===== src/rtl/arm_pipelined_uop_decoder.sv =====
// Registered ARM main decoder: DP/MEM/B decode plus LDM/STM (IA) expanded into LDR/STR micro-ops.
// Latency: an instruction accepted in cycle N drives its Execute control in cycle N+1; micro-ops follow one per unstalled cycle.
// Backpressure: o_Ready drops while a block transfer is being sequenced; i_Stall freezes everything; i_Flush clears and wins.
// Optional: define ARM_LDM_WRITEBACK_EN to append a base-writeback micro-op to block transfers with W=1.
module arm_pipelined_uop_decoder #(
  parameter int NUM_REGS  = 16,
  parameter int REG_IDX_W = 4,
  parameter int OFFS_W    = 7
) (
  input  logic                 i_CLK,
  input  logic                 i_RESET_N,
  input  logic                 i_Valid,
  input  logic [1:0]           i_Op,
  input  logic [5:0]           i_Funct,
  input  logic [NUM_REGS-1:0]  i_Reg_List,
  input  logic                 i_Stall,
  input  logic                 i_Flush,
  output logic                 o_Ready,
  output logic                 o_Valid_E,
  output logic                 o_Reg_Write_E,
  output logic                 o_Mem_Write_E,
  output logic                 o_Mem_To_Reg_E,
  output logic                 o_ALU_Src_E,
  output logic                 o_Branch_E,
  output logic                 o_ALU_Op_E,
  output logic [1:0]           o_Reg_Src_E,
  output logic [1:0]           o_Imm_Src_E,
  output logic [REG_IDX_W-1:0] o_Uop_Reg_E,
  output logic [OFFS_W-1:0]    o_Uop_Offs_E,
  output logic                 o_Uop_E,
  output logic                 o_Undef_E
);

  typedef struct packed {
    logic                 valid;
    logic                 reg_write;
    logic                 mem_write;
    logic                 mem_to_reg;
    logic                 alu_src;
    logic                 branch;
    logic                 alu_op;
    logic [1:0]           reg_src;
    logic [1:0]           imm_src;
    logic [REG_IDX_W-1:0] uop_reg;
    logic [OFFS_W-1:0]    uop_offs;
    logic                 uop;
    logic                 undef;
  } ctrl_t;

  typedef enum logic {S_IDLE, S_SEQ} state_t;

  state_t                r_state;
  ctrl_t                 r_ctrl;
  logic [NUM_REGS-1:0]   r_list;   // registers still to transfer
  logic [OFFS_W-1:0]     r_offs;   // byte offset of the next micro-op
  logic                  r_load;   // L bit of the block transfer in flight
  logic                  r_wb;     // base writeback micro-op still owed

  logic [NUM_REGS-1:0]   w_src_list;
  logic [NUM_REGS-1:0]   w_rest;
  logic [REG_IDX_W-1:0]  w_lo_idx;
  logic                  w_wb_req;
  ctrl_t                 w_dec;
  logic                  w_dec_seq;
  ctrl_t                 w_seq;
  logic                  w_unused;

`ifdef ARM_LDM_WRITEBACK_EN
  assign w_wb_req = i_Funct[1];
`else
  assign w_wb_req = 1'b0;
`endif

  // S bit is irrelevant to control decode; W only matters with writeback support
  assign w_unused = &{1'b0, i_Funct[2], i_Funct[1]};

  assign o_Ready    = (r_state == S_IDLE);
  assign w_src_list = (r_state == S_SEQ) ? r_list : i_Reg_List;
  // list with its lowest set bit removed
  assign w_rest     = w_src_list & (w_src_list - NUM_REGS'(1));

  // Lowest set register index of the list currently being consumed
  always_comb begin
    w_lo_idx = '0;
    for (int i = NUM_REGS - 1; i >= 0; i--) begin
      if (w_src_list[i]) w_lo_idx = REG_IDX_W'(i);
    end
  end

  // Decode of the instruction in the decode slot (used only when it is accepted)
  always_comb begin
    w_dec       = '0;
    w_dec.valid = 1'b1;
    w_dec_seq   = 1'b0;
    case (i_Op)
      2'b00: begin
        w_dec.alu_op    = 1'b1;
        w_dec.alu_src   = i_Funct[5];
        w_dec.reg_write = !((i_Funct[4:3] == 2'b10) && i_Funct[0]);
      end
      2'b01: begin
        w_dec.imm_src = 2'b01;
        w_dec.alu_src = ~i_Funct[5];
        if (i_Funct[0]) begin
          w_dec.mem_to_reg = 1'b1;
          w_dec.reg_write  = 1'b1;
        end else begin
          w_dec.mem_write = 1'b1;
          w_dec.reg_src   = 2'b10;
        end
      end
      2'b10: begin
        if (i_Funct[5]) begin
          w_dec.branch  = 1'b1;
          w_dec.imm_src = 2'b10;
          w_dec.alu_src = 1'b1;
          w_dec.reg_src = 2'b01;
        end else if (i_Funct[4] || !i_Funct[3]) begin
          w_dec.undef = 1'b1;
        end else if (i_Reg_List != '0) begin
          // first micro-op of the block transfer; an empty list stays a NOP
          w_dec.uop     = 1'b1;
          w_dec.imm_src = 2'b11;
          w_dec.alu_src = 1'b1;
          w_dec.uop_reg = w_lo_idx;
          if (i_Funct[0]) begin
            w_dec.mem_to_reg = 1'b1;
            w_dec.reg_write  = 1'b1;
          end else begin
            w_dec.mem_write = 1'b1;
            w_dec.reg_src   = 2'b10;
          end
          w_dec_seq = (w_rest != '0) || w_wb_req;
        end
      end
      default: begin
        w_dec.undef = 1'b1;
      end
    endcase
  end

  // Next micro-op while sequencing: a transfer, or the final base writeback
  always_comb begin
    w_seq          = '0;
    w_seq.valid    = 1'b1;
    w_seq.imm_src  = 2'b11;
    w_seq.alu_src  = 1'b1;
    w_seq.uop_offs = r_offs;
    if (r_list != '0) begin
      w_seq.uop     = 1'b1;
      w_seq.uop_reg = w_lo_idx;
      if (r_load) begin
        w_seq.mem_to_reg = 1'b1;
        w_seq.reg_write  = 1'b1;
      end else begin
        w_seq.mem_write = 1'b1;
        w_seq.reg_src   = 2'b10;
      end
    end else begin
      w_seq.reg_write = 1'b1;
      w_seq.alu_op    = 1'b1;
    end
  end

  // Sequencer FSM and registered Execute control; flush beats stall beats accept
  always_ff @(posedge i_CLK or negedge i_RESET_N) begin
    if (!i_RESET_N) begin
      r_state <= S_IDLE;
      r_ctrl  <= '0;
      r_list  <= '0;
      r_offs  <= '0;
      r_load  <= 1'b0;
      r_wb    <= 1'b0;
    end else if (i_Flush) begin
      r_state <= S_IDLE;
      r_ctrl  <= '0;
      r_list  <= '0;
      r_offs  <= '0;
      r_wb    <= 1'b0;
    end else if (!i_Stall) begin
      case (r_state)
        S_IDLE: begin
          if (i_Valid) begin
            r_ctrl <= w_dec;
            if (w_dec_seq) begin
              r_state <= S_SEQ;
              r_list  <= w_rest;
              r_offs  <= OFFS_W'(4);
              r_load  <= i_Funct[0];
              r_wb    <= w_wb_req;
            end
          end else begin
            r_ctrl <= '0;
          end
        end
        S_SEQ: begin
          r_ctrl <= w_seq;
          if (r_list != '0) begin
            r_list <= w_rest;
            r_offs <= r_offs + OFFS_W'(4);
            if ((w_rest == '0) && !r_wb) r_state <= S_IDLE;
          end else begin
            r_wb    <= 1'b0;
            r_state <= S_IDLE;
          end
        end
        default: r_state <= S_IDLE;
      endcase
    end
  end

  assign o_Valid_E      = r_ctrl.valid;
  assign o_Reg_Write_E  = r_ctrl.reg_write;
  assign o_Mem_Write_E  = r_ctrl.mem_write;
  assign o_Mem_To_Reg_E = r_ctrl.mem_to_reg;
  assign o_ALU_Src_E    = r_ctrl.alu_src;
  assign o_Branch_E     = r_ctrl.branch;
  assign o_ALU_Op_E     = r_ctrl.alu_op;
  assign o_Reg_Src_E    = r_ctrl.reg_src;
  assign o_Imm_Src_E    = r_ctrl.imm_src;
  assign o_Uop_Reg_E    = r_ctrl.uop_reg;
  assign o_Uop_Offs_E   = r_ctrl.uop_offs;
  assign o_Uop_E        = r_ctrl.uop;
  assign o_Undef_E      = r_ctrl.undef;

endmodule


===== config.mk =====
export PLATFORM = sky130hd
export DESIGN_NAME = arm_pipelined_uop_decoder
export DESIGN_NICKNAME = d
export VERILOG_FILES = /design/src/rtl/arm_pipelined_uop_decoder.sv
export SDC_FILE = /design/constraint.sdc
export NUM_CORES = 1
export LEC_CHECK = 0
export CAP_MARGIN = 20
export CORE_ASPECT_RATIO = 1.25
export CORE_UTILIZATION = 40
export DETAILED_ROUTE_END_ITERATION = 7
export PLACE_DENSITY = 0.7
export SYNTH_ARGS = -nofsm -noshare
export SYNTH_HDL_FRONTEND = slang
export SYNTH_SLANG_ARGS = --single-unit

===== constraint.sdc =====
create_clock -name i_CLK -period 2.22 [get_ports i_CLK]
set_input_delay 0.333 -clock i_CLK [delete_from_list [all_inputs] [get_ports i_CLK]]
set_output_delay 0.333 -clock i_CLK [all_outputs]
set_load 0.02 [all_outputs]

==> flow_summary.yaml, run 1 <==
sta:
  grt_setup_unrepaired: "yes"
  worst_hold_slack_ns: 0.425
  timing.final.setup_violations: 22
  final-hold-violation-count: 0
  finalWorstPathRequiredPeriod_ns: 2.61
  tightestPinTransition_ns: 0.443
  final-max-slew-violation-count: 0
  clock_skew_ns: 0.0104
  postLayoutSetupSlackWorst_ns: -0.393
  maxClockFrequency_ghz: 0.383
  timing.max_slew.rel_slack_pct: 70.3
  final_min_period_over_clock_period_pct: 118
synthesis:
  prevailing_post_synth_register_cell: "dfrtp_1"
  post_synth_xor_area_fraction_pct: 0.860
  syn_avg_cell_area_um2: 9.18
  synth_enable_flop_cells: 0
  syn-cell-area_mm2: 0.00306
  sequential_cell_area_fraction_in_the_yosys_report_pct: 35.2
  synth_top_family_by_area: "compound AO/OA/AOI/OAI gates"
  asyncSetResetFlopFracSynth_pct: 100
  synthMuxAreaShare_pct: 6.18
  mappedNetlistNets: 367
  synth_area_in_adders_pct: 2.05
  synthesized_area_fraction_occupied_by_ao_oa_aoi_and_oai_cells_pct: 28.4
  post_synth_num_cell_types: 81
  yosysWarnings: 0
  syn_inst: 333
  synth_simple_gate_area_share_pct: 21.5
  yosys_register_bits: 43
final_layout:
  design.final.nets: 519
  post-route-cell-area_mm2: 0.00502
  syn_to_final_growth_pct: 64.1
  instances_no_fill: 578
  antennaDiodeCount: 0
  final.fill_count: 592
  proportion_of_layout_cells_with_a_drive_suffix_above_1_pct: 43.8
  area_used_by_multi_input_combinational_logic_mm2: 0.00221
  seqCellArea_mm2: 0.00108
cts:
  cts.htree.levels: 2
  cts_tree: "yes"
  clkLatencyLatePin_ns: 0.31
  inserted_clock_buffers: 5
  cts.sinks: 43
  cts-root-buf: "clkbuf_8"
  clock_path_buffers: 2
  cts.clk_slew.worst_paths_ns: 0.09
power:
  total_power_mw: 1.81
  clock_power_share_pct: 30.5
  share_comb_of_total_power_pct: 25.1
  switching_power_share_of_the_total_pct: 30.6
  net-switching-power_mw: 0.553
  power.share.sequential_pct: 44.4
  ir_worst_vdd_v: 0.000287
  cellLeakagePower_nw: 2.14
  internal_power_mw: 1.25
  p_per_cell_area_mw_per_mm2: 360
die:
  die_width_um: 80.2
  initial_core_utilization_pct: 41.3
  coreArea_mm2: 0.00740
  floorplan.rows: 35
  top_level_pins: 54
  die_y_um: 99.7
  fp.dieArea_mm2: 0.00800
global_route:
  first_global_vias: 3506
  grt_antenna_before_repair: 0
  grt_max_degree: 33
  first_pass_grt_wire_length_mm: 17.5
  globalRouteTotalUtil_pct: 29.2
  grt-ovfl-total: 0
setup_path:
  start_to_end_type_of_the_worst_setup_path: "reg2reg"
  reg2reg_depth: 9
  worst-path-max-fanout: 8
  critical_path_arrival_ns: 2.81
  critical_path.endpoint_type: "flip-flop"
  critical_path_required_ns: 2.42
  start_kind: "flip-flop"
placement:
  dpl_worst_slack_ns: -0.640
  placement.io_buffers: 51
  finalWeightedCongestion: 0.911
  place.detailed.instances: 555
  dpl-instance-area_mm2: 0.00441
  detailedPlacementHpwl_mm: 8.37
hold_path:
  worstHoldPathType: "in2async"
detailed_routing:
  post_detailed_route_drc_marker_count: 0
  first_iter_violations: 117
  dr.pass1.iters: 4
  wirelength_mm: 11.4
  via_per_inst: 5.98
  wl_per_cell_um: 19.6
  via_count: 3455
  antenna_left: 0
outcome:
  failing_checks: "negative setup slack"
  status: "complete, but fails checks"
flow_run:
  max_cap_viol_count: 0
==> critical path, cell delays in order (launching register included) <==
cell	delay, ns
dfrtp_2	0.49
buf_12	0.17
buf_8	0.12
o32a_1	0.41
o41ai_4	0.37
and4b_2	0.34
and4_4	0.27
buf_8	0.14
nor3_2	0.04
o21a_1	0.16
==> cell families (layout without fill, tap and decap cells) <==
kind of cell,Yosys count,in the layout
multiplexers,16,16
XOR/XNOR,3,3
flip-flops,43,43
buffers and inverters,31,184
AND/OR/NAND/NOR,116,116
adder cells (fa/ha/maj),5,5
AO/OA/AOI/OAI,119,119
==> cell usage after synthesis, drive strengths merged, types with 6 or more instances <==
cell,count,area [um^2]
a21oi,26,130
o21ai,27,135
inv,10,37.5
nor2,22,82.6
and3,8,55.1
mux2i,6,76.3
nor4,7,43.8
nor3,11,71.3
mux2,10,113
buf,11,104
nand2,24,90.1
nor3b,6,56.3
dfrtp,43,1080
clkbuf,9,33.8
nand3,8,45.0
==> power by group through the flow <==
stage	clock network, mW	logic (mW)	registers, mW
floorplan	0	0.150	0.825
global placement	0	0.390	0.816
finish	0.552	0.453	0.802
detailed placement	0	0.392	0.817
CTS	0.553	0.425	0.802
global route	0.588	0.484	0.803
==> layout make-up <==
type / count / area share (%)
multi-input combinational: 259 / 44.1
clock buffer: 5 / 1.37
clock inverter: 3 / 0.524
timing repair buffer: 165 / 29.4
sequential: 43 / 21.5
inverter: 11 / 0.823
tap: 92 / 2.29
==> sequential cells by signal (all words and copies together) (netlist names), 2 cells and up <==
name          flops
r_list           15
r_offs            5
o_Imm_Src_E       2
o_Uop_Reg_E       4
o_Uop_Offs_E      6
==> cell usage in the layout, fill, tap and decap left out, types with 4 or more instances in the layout <==
cell	synthesis	final
a21oi_1	26	17
a21oi_2	0	9
a32o_1	5	5
and3_1	7	7
buf_12	1	7
buf_4	4	101
clkbuf_8	0	5
clkdlybuf4s50_1	0	49
dfrtp_1	43	42
ha_1	5	5
inv_1	10	10
mux2_2	7	4
mux2_4	0	5
mux2i_1	4	4
nand2_1	24	23
nand3_2	1	4
nand4_1	4	4
nor2_1	22	19
nor3_2	1	6
nor3b_1	5	4
o21a_1	5	5
o21ai_0	19	14
o21ai_1	8	5
o21ai_2	0	6
o31ai_1	5	4
==> metal layers <==
| layer | track usage [%] | share of wire, % |
|---|---|---|
| met4 | 17.6 | 5.9 |
| met1 | 32.8 | 38 |
| met3 | 5.14 | 5.3 |
| met2 | 50.8 | 50 |
| met5 | 0 | 0 |
==> per-stage QoR <==
stage | utilization [%] | TNS, ns
floorplan | - | -0.624
global placement | 59.5 | -14.80
detailed placement | 59.5 | -16.07
CTS | 64.7 | -6.27
global route | 67.8 | -8.82
finish | 67.8 | -6.96
==> final timing paths <==
| kind | endpoint | slack, ns | start |
|---|---|---|---|
| worst min-delay path | o_Uop_Reg_E[0]$_DFFE_PN0N_ | 0.42 | i_RESET_N |
| max in group asynchronous | r_list[9]$_DFFE_PN0P_ | 1.08 | i_RESET_N |
| min in group i_CLK | o_Uop_E$_DFFE_PN0N_ | 0.49 | o_Uop_E$_DFFE_PN0N_ |
| worst min register to register | o_Uop_E$_DFFE_PN0N_ | 0.49 | o_Uop_E$_DFFE_PN0N_ |
| worst max register to register | r_list[5]$_DFFE_PN0P_ | -0.39 | r_state$_DFFE_PN0N_ |
| worst max-delay path | r_list[5]$_DFFE_PN0P_ | -0.39 | r_state$_DFFE_PN0N_ |
==> repair_timing <==
| item | CTS | global route |
|---|---|---|
| gates cloned | 2 | 0 |
| gates resized for setup | 43 | 46 |
| setup buffers | 7 | 7 |
| endpoints found under the setup margin | 29 | 29 |
| hold buffers | 1 | 0 |
| hold endpoints to repair | 11 | 0 |
| pin swaps | 17 | 20 |
No activity file was read; power rests on OpenSTA's default activity.
==> run 2: changes to the inputs <==
- CTS_CLUSTER_DIAMETER: unset -> 200
==> results of run 2 <==
No change in the layout: final DEF, timing and power equal those of run 1.
